--- src/rtl/rear_light_sequencer_pkg.sv ---
// Shared types and constants for the rear lamp sequencer.
package rear_light_pkg;
    localparam int DUTY_W    = 10;
    localparam int NUM_SIDES = 2;   // index 0 = left, 1 = right

    typedef logic [DUTY_W-1:0] duty_t;

    localparam duty_t DUTY_FULL_DEF = 10'd1023;
    localparam duty_t DUTY_TAIL_DEF = 10'd31;

    typedef enum logic [1:0] {
        IDLE      = 2'd0,
        FLASH_ON  = 2'd1,
        FLASH_OFF = 2'd2,
        STEADY    = 2'd3
    } brakeState_t;
endpackage

--- src/rtl/rear_light_sequencer_blink_timer.sv ---
// Turn/hazard blink timer: free-runs while requested, first half-period ON.
module blink_timer
    import rear_light_pkg::*;
#(
    parameter int HALF = 25_000_000
) (
    input  logic c50M,
    input  logic reset_n,
    input  logic run,
    output logic phase
);
    localparam int CW = (HALF > 1) ? $clog2(HALF) : 1;
    localparam logic [CW-1:0] LAST = CW'(HALF - 1);

    logic [CW-1:0] cnt;
    logic          active;

    // 'active' distinguishes a fresh start from a mid-run wrap with phase 0
    always_ff @(posedge c50M) begin
        if (!reset_n || !run) begin
            cnt    <= '0;
            phase  <= 1'b0;
            active <= 1'b0;
        end else if (!active) begin
            cnt    <= '0;
            phase  <= 1'b1;
            active <= 1'b1;
        end else if (cnt == LAST) begin
            cnt   <= '0;
            phase <= ~phase;
        end else begin
            cnt <= cnt + 1'b1;
        end
    end
endmodule

--- src/rtl/rear_light_sequencer.sv ---
// Rear lamp sequencer: samples requests, runs brake-flash FSM and blink timer,
// and selects the per-side duty word for the lamp PWM generators.
module rear_light_sequencer
    import rear_light_pkg::*;
#(
    parameter int    BLINK_HALF  = 25_000_000,
    parameter int    FLASH_HALF  = 3_125_000,
    parameter int    FLASH_COUNT = 3,
    parameter duty_t DUTY_FULL   = DUTY_FULL_DEF,
    parameter duty_t DUTY_TAIL   = DUTY_TAIL_DEF
) (
    input  logic              c50M,
    input  logic              reset_n,
    input  logic              brakeActive,
    input  logic              headLightActive,
    input  logic              turnLeft,
    input  logic              turnRight,
    input  logic              hazard,
    output logic [DUTY_W-1:0] leftDuty,
    output logic [DUTY_W-1:0] rightDuty,
    output logic              blinkPhase,
    output logic              flashing
);
    localparam int FCW = (FLASH_HALF > 1) ? $clog2(FLASH_HALF) : 1;
    localparam int PCW = (FLASH_COUNT > 1) ? $clog2(FLASH_COUNT) : 1;
    localparam logic [FCW-1:0] FLAST = FCW'(FLASH_HALF - 1);

    logic sBrake, sHead, sHazard, sTurnL, sTurnR;

    always_ff @(posedge c50M) begin
        if (!reset_n) begin
            sBrake  <= 1'b0;
            sHead   <= 1'b0;
            sHazard <= 1'b0;
            sTurnL  <= 1'b0;
            sTurnR  <= 1'b0;
        end else begin
            sBrake  <= brakeActive;
            sHead   <= headLightActive;
            sHazard <= hazard;
            sTurnL  <= turnLeft;
            sTurnR  <= turnRight;
        end
    end

    // Both turns together fall out as hazard: each side sees its own request
    logic [NUM_SIDES-1:0] blinkReq;
    assign blinkReq = {sHazard | sTurnR, sHazard | sTurnL};

    blink_timer #(.HALF(BLINK_HALF)) uBlink (
        .c50M    (c50M),
        .reset_n (reset_n),
        .run     (|blinkReq),
        .phase   (blinkPhase)
    );

    brakeState_t          state;
    logic [FCW-1:0]       flashCnt;
    logic [PCW-1:0]       pairCnt;
    logic                 lit;
    logic                 tailOn;
    logic [NUM_SIDES-1:0] blinkSide;

    // IDLE with sampled brake high can only follow a rising edge (release
    // always returns to IDLE), so no separate edge detector is kept.
    always_ff @(posedge c50M) begin
        if (!reset_n) begin
            state     <= IDLE;
            flashCnt  <= '0;
            pairCnt   <= '0;
            lit       <= 1'b0;
            flashing  <= 1'b0;
            tailOn    <= 1'b0;
            blinkSide <= '0;
        end else begin
            tailOn    <= sHead;
            blinkSide <= blinkReq;
            if (!sBrake) begin
                state    <= IDLE;
                flashCnt <= '0;
                pairCnt  <= '0;
                lit      <= 1'b0;
                flashing <= 1'b0;
            end else begin
                case (state)
                    IDLE: begin
                        state    <= FLASH_ON;
                        flashCnt <= '0;
                        pairCnt  <= '0;
                        lit      <= 1'b1;
                        flashing <= 1'b1;
                    end
                    FLASH_ON: begin
                        if (flashCnt == FLAST) begin
                            state    <= FLASH_OFF;
                            flashCnt <= '0;
                            lit      <= 1'b0;
                        end else begin
                            flashCnt <= flashCnt + 1'b1;
                        end
                    end
                    FLASH_OFF: begin
                        if (flashCnt == FLAST) begin
                            flashCnt <= '0;
                            lit      <= 1'b1;
                            if (int'(pairCnt) + 1 < FLASH_COUNT) begin
                                state   <= FLASH_ON;
                                pairCnt <= pairCnt + 1'b1;
                            end else begin
                                state    <= STEADY;
                                flashing <= 1'b0;
                            end
                        end else begin
                            flashCnt <= flashCnt + 1'b1;
                        end
                    end
                    STEADY: begin
                        lit      <= 1'b1;
                        flashing <= 1'b0;
                    end
                    default: begin
                        state    <= IDLE;
                        lit      <= 1'b0;
                        flashing <= 1'b0;
                    end
                endcase
            end
        end
    end

    duty_t                            level;
    logic [NUM_SIDES-1:0][DUTY_W-1:0] duty;

    assign level = lit ? DUTY_FULL : (tailOn ? DUTY_TAIL : '0);

    for (genvar i = 0; i < NUM_SIDES; i++) begin : gSide
        assign duty[i] = blinkSide[i] ? (blinkPhase ? DUTY_FULL : '0) : level;
    end

    assign leftDuty  = duty[0];
    assign rightDuty = duty[1];
endmodule

--- config.mk ---
export PLATFORM = sky130hd
export DESIGN_NAME = rear_light_sequencer
export DESIGN_NICKNAME = d
export VERILOG_FILES = /design/src/rtl/rear_light_sequencer_pkg.sv /design/src/rtl/rear_light_sequencer_blink_timer.sv /design/src/rtl/rear_light_sequencer.sv
export SDC_FILE = /design/constraint.sdc
export NUM_CORES = 1
export LEC_CHECK = 0
export BUFFER_PORTS_ARGS = -buffer_cell sky130_fd_sc_hd__buf_2
export CORE_MARGIN = 8
export CORE_UTILIZATION = 42
export CTS_CLUSTER_SIZE = 10
export DETAILED_ROUTE_END_ITERATION = 8
export SYNTH_ARGS = -nofsm -noshare
export SYNTH_HDL_FRONTEND = slang
export SYNTH_HIERARCHICAL = 1
export SYNTH_SLANG_ARGS = --single-unit
--- constraint.sdc ---
create_clock -name c50M -period 2 [get_ports c50M]
set_input_delay 0.4 -clock c50M [delete_from_list [all_inputs] [get_ports c50M]]
set_output_delay 0.4 -clock c50M [all_outputs]
set_load 0.01 [all_outputs]
==> qor.csv <==
stage;metric;value;unit
worst_hold_path;worst hold endpoint;sTurnL;
floorplanning;row count;32;
power;P_sw;580;uW
sta;fraction of the cycle the final worst path needs;90.4;%
setup_path;endpoint class of the critical path;flip-flop;
routing;Post-route DRC;0;
floorplanning;Die Y;104;um
placed_design;HPWL after DPL;4420;um
clock_network;H-tree Lvls;3;
setup_path;critical setup path kind;flip-flop to flip-flop;
setup_path;reg-to-reg slack, setup;0.19;ns
setup_path;Reg-to-Reg End;uBlink/cnt[22];
synthesis;top-area cell type share of the netlist area;39.0;%
global_route;first-pass GRT wire length;10900;um
finish;layout cells sized above 1;17.0;%
power;Static Leak;1.25;nW
routing;DR vias;2549;
routing;ANT nets after route;0;
sta;setup TNS;0;ns
floorplanning;die footprint;10800;um^2
placed_design;placer congestion estimate;0.779;
synthesis;top cells by area, synth;dfxtp_1, buf_4, ha_1, a21oi_1, xor2_1;
routing;final WL;6330;um
global_route;largest net degree at the start of global routing;26;
synthesis;Synth Cell Area;3230;um^2
setup_path;CP required;2.27;ns
sta;Worst-Margin Slew;0.404;ns
clock_network;post-CTS setup buffers;0;
clock_network;Clock Latency Late Sink;0.34;ns
synthesis;Avg Inst Size Synth;9.00;um^2
power;logic gate share of total power;5.0;%
floorplanning;Ports;29;
sta;min cycle time layout;1.81;ns
setup_path;Startpoint Class;flip-flop;
synthesis;Synth area leader;dfxtp_1;
finish;Final #Nets;395;
finish;register area;1260;um^2
synthesis;top_reg_cell synth;dfxtp_1;
synthesis;YS warnings;6;
synthesis;Yosys reg bits;63;
synthesis;number of flops mapped to enable cells by yosys;0;
global_route;GRT Util Overall;12.0;%
synthesis;list of most frequent post-synthesis cells;dfxtp_1, nand2_1, a21oi_1;
sta;Hold Vio Cnt, Final;0;
clock_network;PostCTS Resize Cnt;0;
synthesis;cells after synthesis;359;
sta;Fin Clk Skew;0.00912;ns
routing;Avg WL per Cell;13.1;um
clock_network;clock transition at the registers of the reported paths;0.07;ns
clock_network;hold_buf cts;0;
routing;Vias/cell;5.27;
setup_path;Reg2Reg Depth;5;
routing;DR iter-0 viols;109;
sta;pins over their slew limit;0;
global_route;initial antenna violation count;0;
clock_network;clk root buf;clkbuf_8;
placed_design;placed inst area;3380;um^2
finish;area growth from synthesis to layout;10.8;%
setup_path;crit path max fanout;10;
synthesis;Post-synth ARST share;0;%
power;Switching Fraction;23.1;%
floorplanning;initial core utilization;42.5;%
sta;Max Fclk;553;MHz
synthesis;top-count cell post-synth;dfxtp_1;
finish;Antenna Cells;0;
power;clock share of power;44.0;%
status;status;finished, final reports clean;
power;Flop pwr share;51.0;%
synthesis;Syn Nets;377;
clock_network;CTS Buf Count;9;
sta;RSZ-0062 raised after global routing;no;
run;max-cap violation count;0;
clock_network;Max Buffers Root-to-Sink;2;
finish;final instance area;3580;um^2
clock_network;CTS tree;done;
power;Worst IR Drop VDD;0.415;mV
global_route;vias in the first global route;2361;
worst_hold_path;WHS Path Cells;2;
floorplanning;Die W;104;um
placed_design;IO buf count;28;
worst_hold_path;Worst Hold Class;input port to flip-flop;
power;P_int;1.93;mW
setup_path;crit path DAT;2.08;ns
floorplanning;core area;7610;um^2
clock_network;Num Clock Sinks;63;
routing;TritonRoute pass-1 iters;4;
synthesis;post-synthesis sequential area ratio;39.0;%
finish;area occupied by multi-input gates;1720;um^2
synthesis;Yosys cell types;50;
finish;Filler cells;742;
sta;Final setup viols;0;
global_route;GR Overflow Total;0;
sta;slew margin rel.;72.9;%
setup_path;r2r startpoint;uBlink/cnt[0];
worst_hold_path;hold path start;turnLeft;
power;PwrDens;703;nW/um^2
layer usage:
| metal | track usage (%) | up-vias | share of wire, % |
|---|---|---|---|
| met5 | 0 | - | 0 |
| met4 | 3.83 | 0 | 0.90 |
| met3 | 4.83 | 4 | 3.4 |
| met2 | 19.6 | 28 | 48 |
| met1 | 14.0 | 1184 | 48 |
| li1 | - | 1333 | - |
critical path, stage by stage, from the launching register on:
cell and delay (ns):
dfxtp_1 0.40, ha_1 0.25, and2_1 0.26, nand4_4 0.18
or4b_1 0.51, a21oi_1 0.15
layout make-up:
type,instances,share of cell area (%)
flip-flops and latches,63,35.2
well taps,102,3.57
repair buffers,34,5.87
multi-input cells,253,48.1
clock inverters,5,1.61
inverters,16,1.68
clock buffers,11,3.95
logic make-up after synthesis:
| logic type | count (synthesis) | synth area share, % |
|---|---|---|
| compound gates | 69 | 14.0 |
| xor+xnor | 21 | 5.69 |
| fa+ha+maj | 11 | 4.26 |
| buf+inv | 43 | 7.70 |
| flops | 63 | 39.0 |
| mux | 7 | 2.25 |
| simple gates | 145 | 27.1 |
flip-flops by register name (all words and copies together), names as in the netlist, 2 cells and up:
register,flops
blinkSide,2
flashCnt,22
pairCnt,2
state,2
uBlink/cnt,25
power groups by stage:
stage	Clock, mW	Sequential [mW]	Combinational [mW]
after CTS	1.14	1.28	0.128
final	1.11	1.28	0.125
after detailed placement	0	1.31	0.127
after floorplan	0	1.31	0.109
after global placement	0	1.31	0.126
after global routing	1.20	1.29	0.138
layout by cell type, fill, tap and decap left out, types with 3 or more instances in the layout:
master	n
a21oi_1	24
a22oi_1	9
and2_1	9
and3_1	9
and4_1	3
buf_2	28
buf_4	4
clkbuf_8	10
dfxtp_1	63
ha_1	11
inv_1	16
mux2i_1	5
nand2_1	25
nand2b_1	4
nand3_1	15
nand4_1	9
nor2_1	21
nor3_1	8
o21ai_0	11
o31ai_1	12
or3_1	11
or4_1	10
xnor2_1	10
xor2_1	11
through the flow:
| step | setup WS [ns] | hold slack, ns | cells | power (mW) | util (%) |
|---|---|---|---|---|---|
| 6_report | 0.192 | 0.270 | 484 | 2.51 | 47.1 |
| 5_1_grt | 0.0222 | 0.251 | 484 | 2.62 | 47.1 |
| 4_1_cts | 0.177 | 0.248 | 484 | 2.55 | 47.1 |
| 3_5_place_dp | 0.178 | 0.422 | 468 | 1.44 | 44.4 |
| 3_3_place_gp | 0.229 | 0.414 | 468 | 1.44 | 44.4 |
| 2_1_floorplan | 0.364 | 0.406 | 359 | 1.42 | - |
how the worst max path moves through the flow:
stage               depth (start not counted)        endpoint          start  slack (ns)
floorplan                                   5  uBlink/cnt[20]  uBlink/cnt[0]        0.36
global placement                            5    flashCnt[21]       state[0]        0.23
detailed placement                          5  uBlink/cnt[22]  uBlink/cnt[0]        0.18
CTS                                         5  uBlink/cnt[22]  uBlink/cnt[0]        0.18
global route                                5  uBlink/cnt[22]  uBlink/cnt[0]        0.02
finish                                      5  uBlink/cnt[22]  uBlink/cnt[0]        0.19
Note: power is estimated with default switching activity, not from simulation.
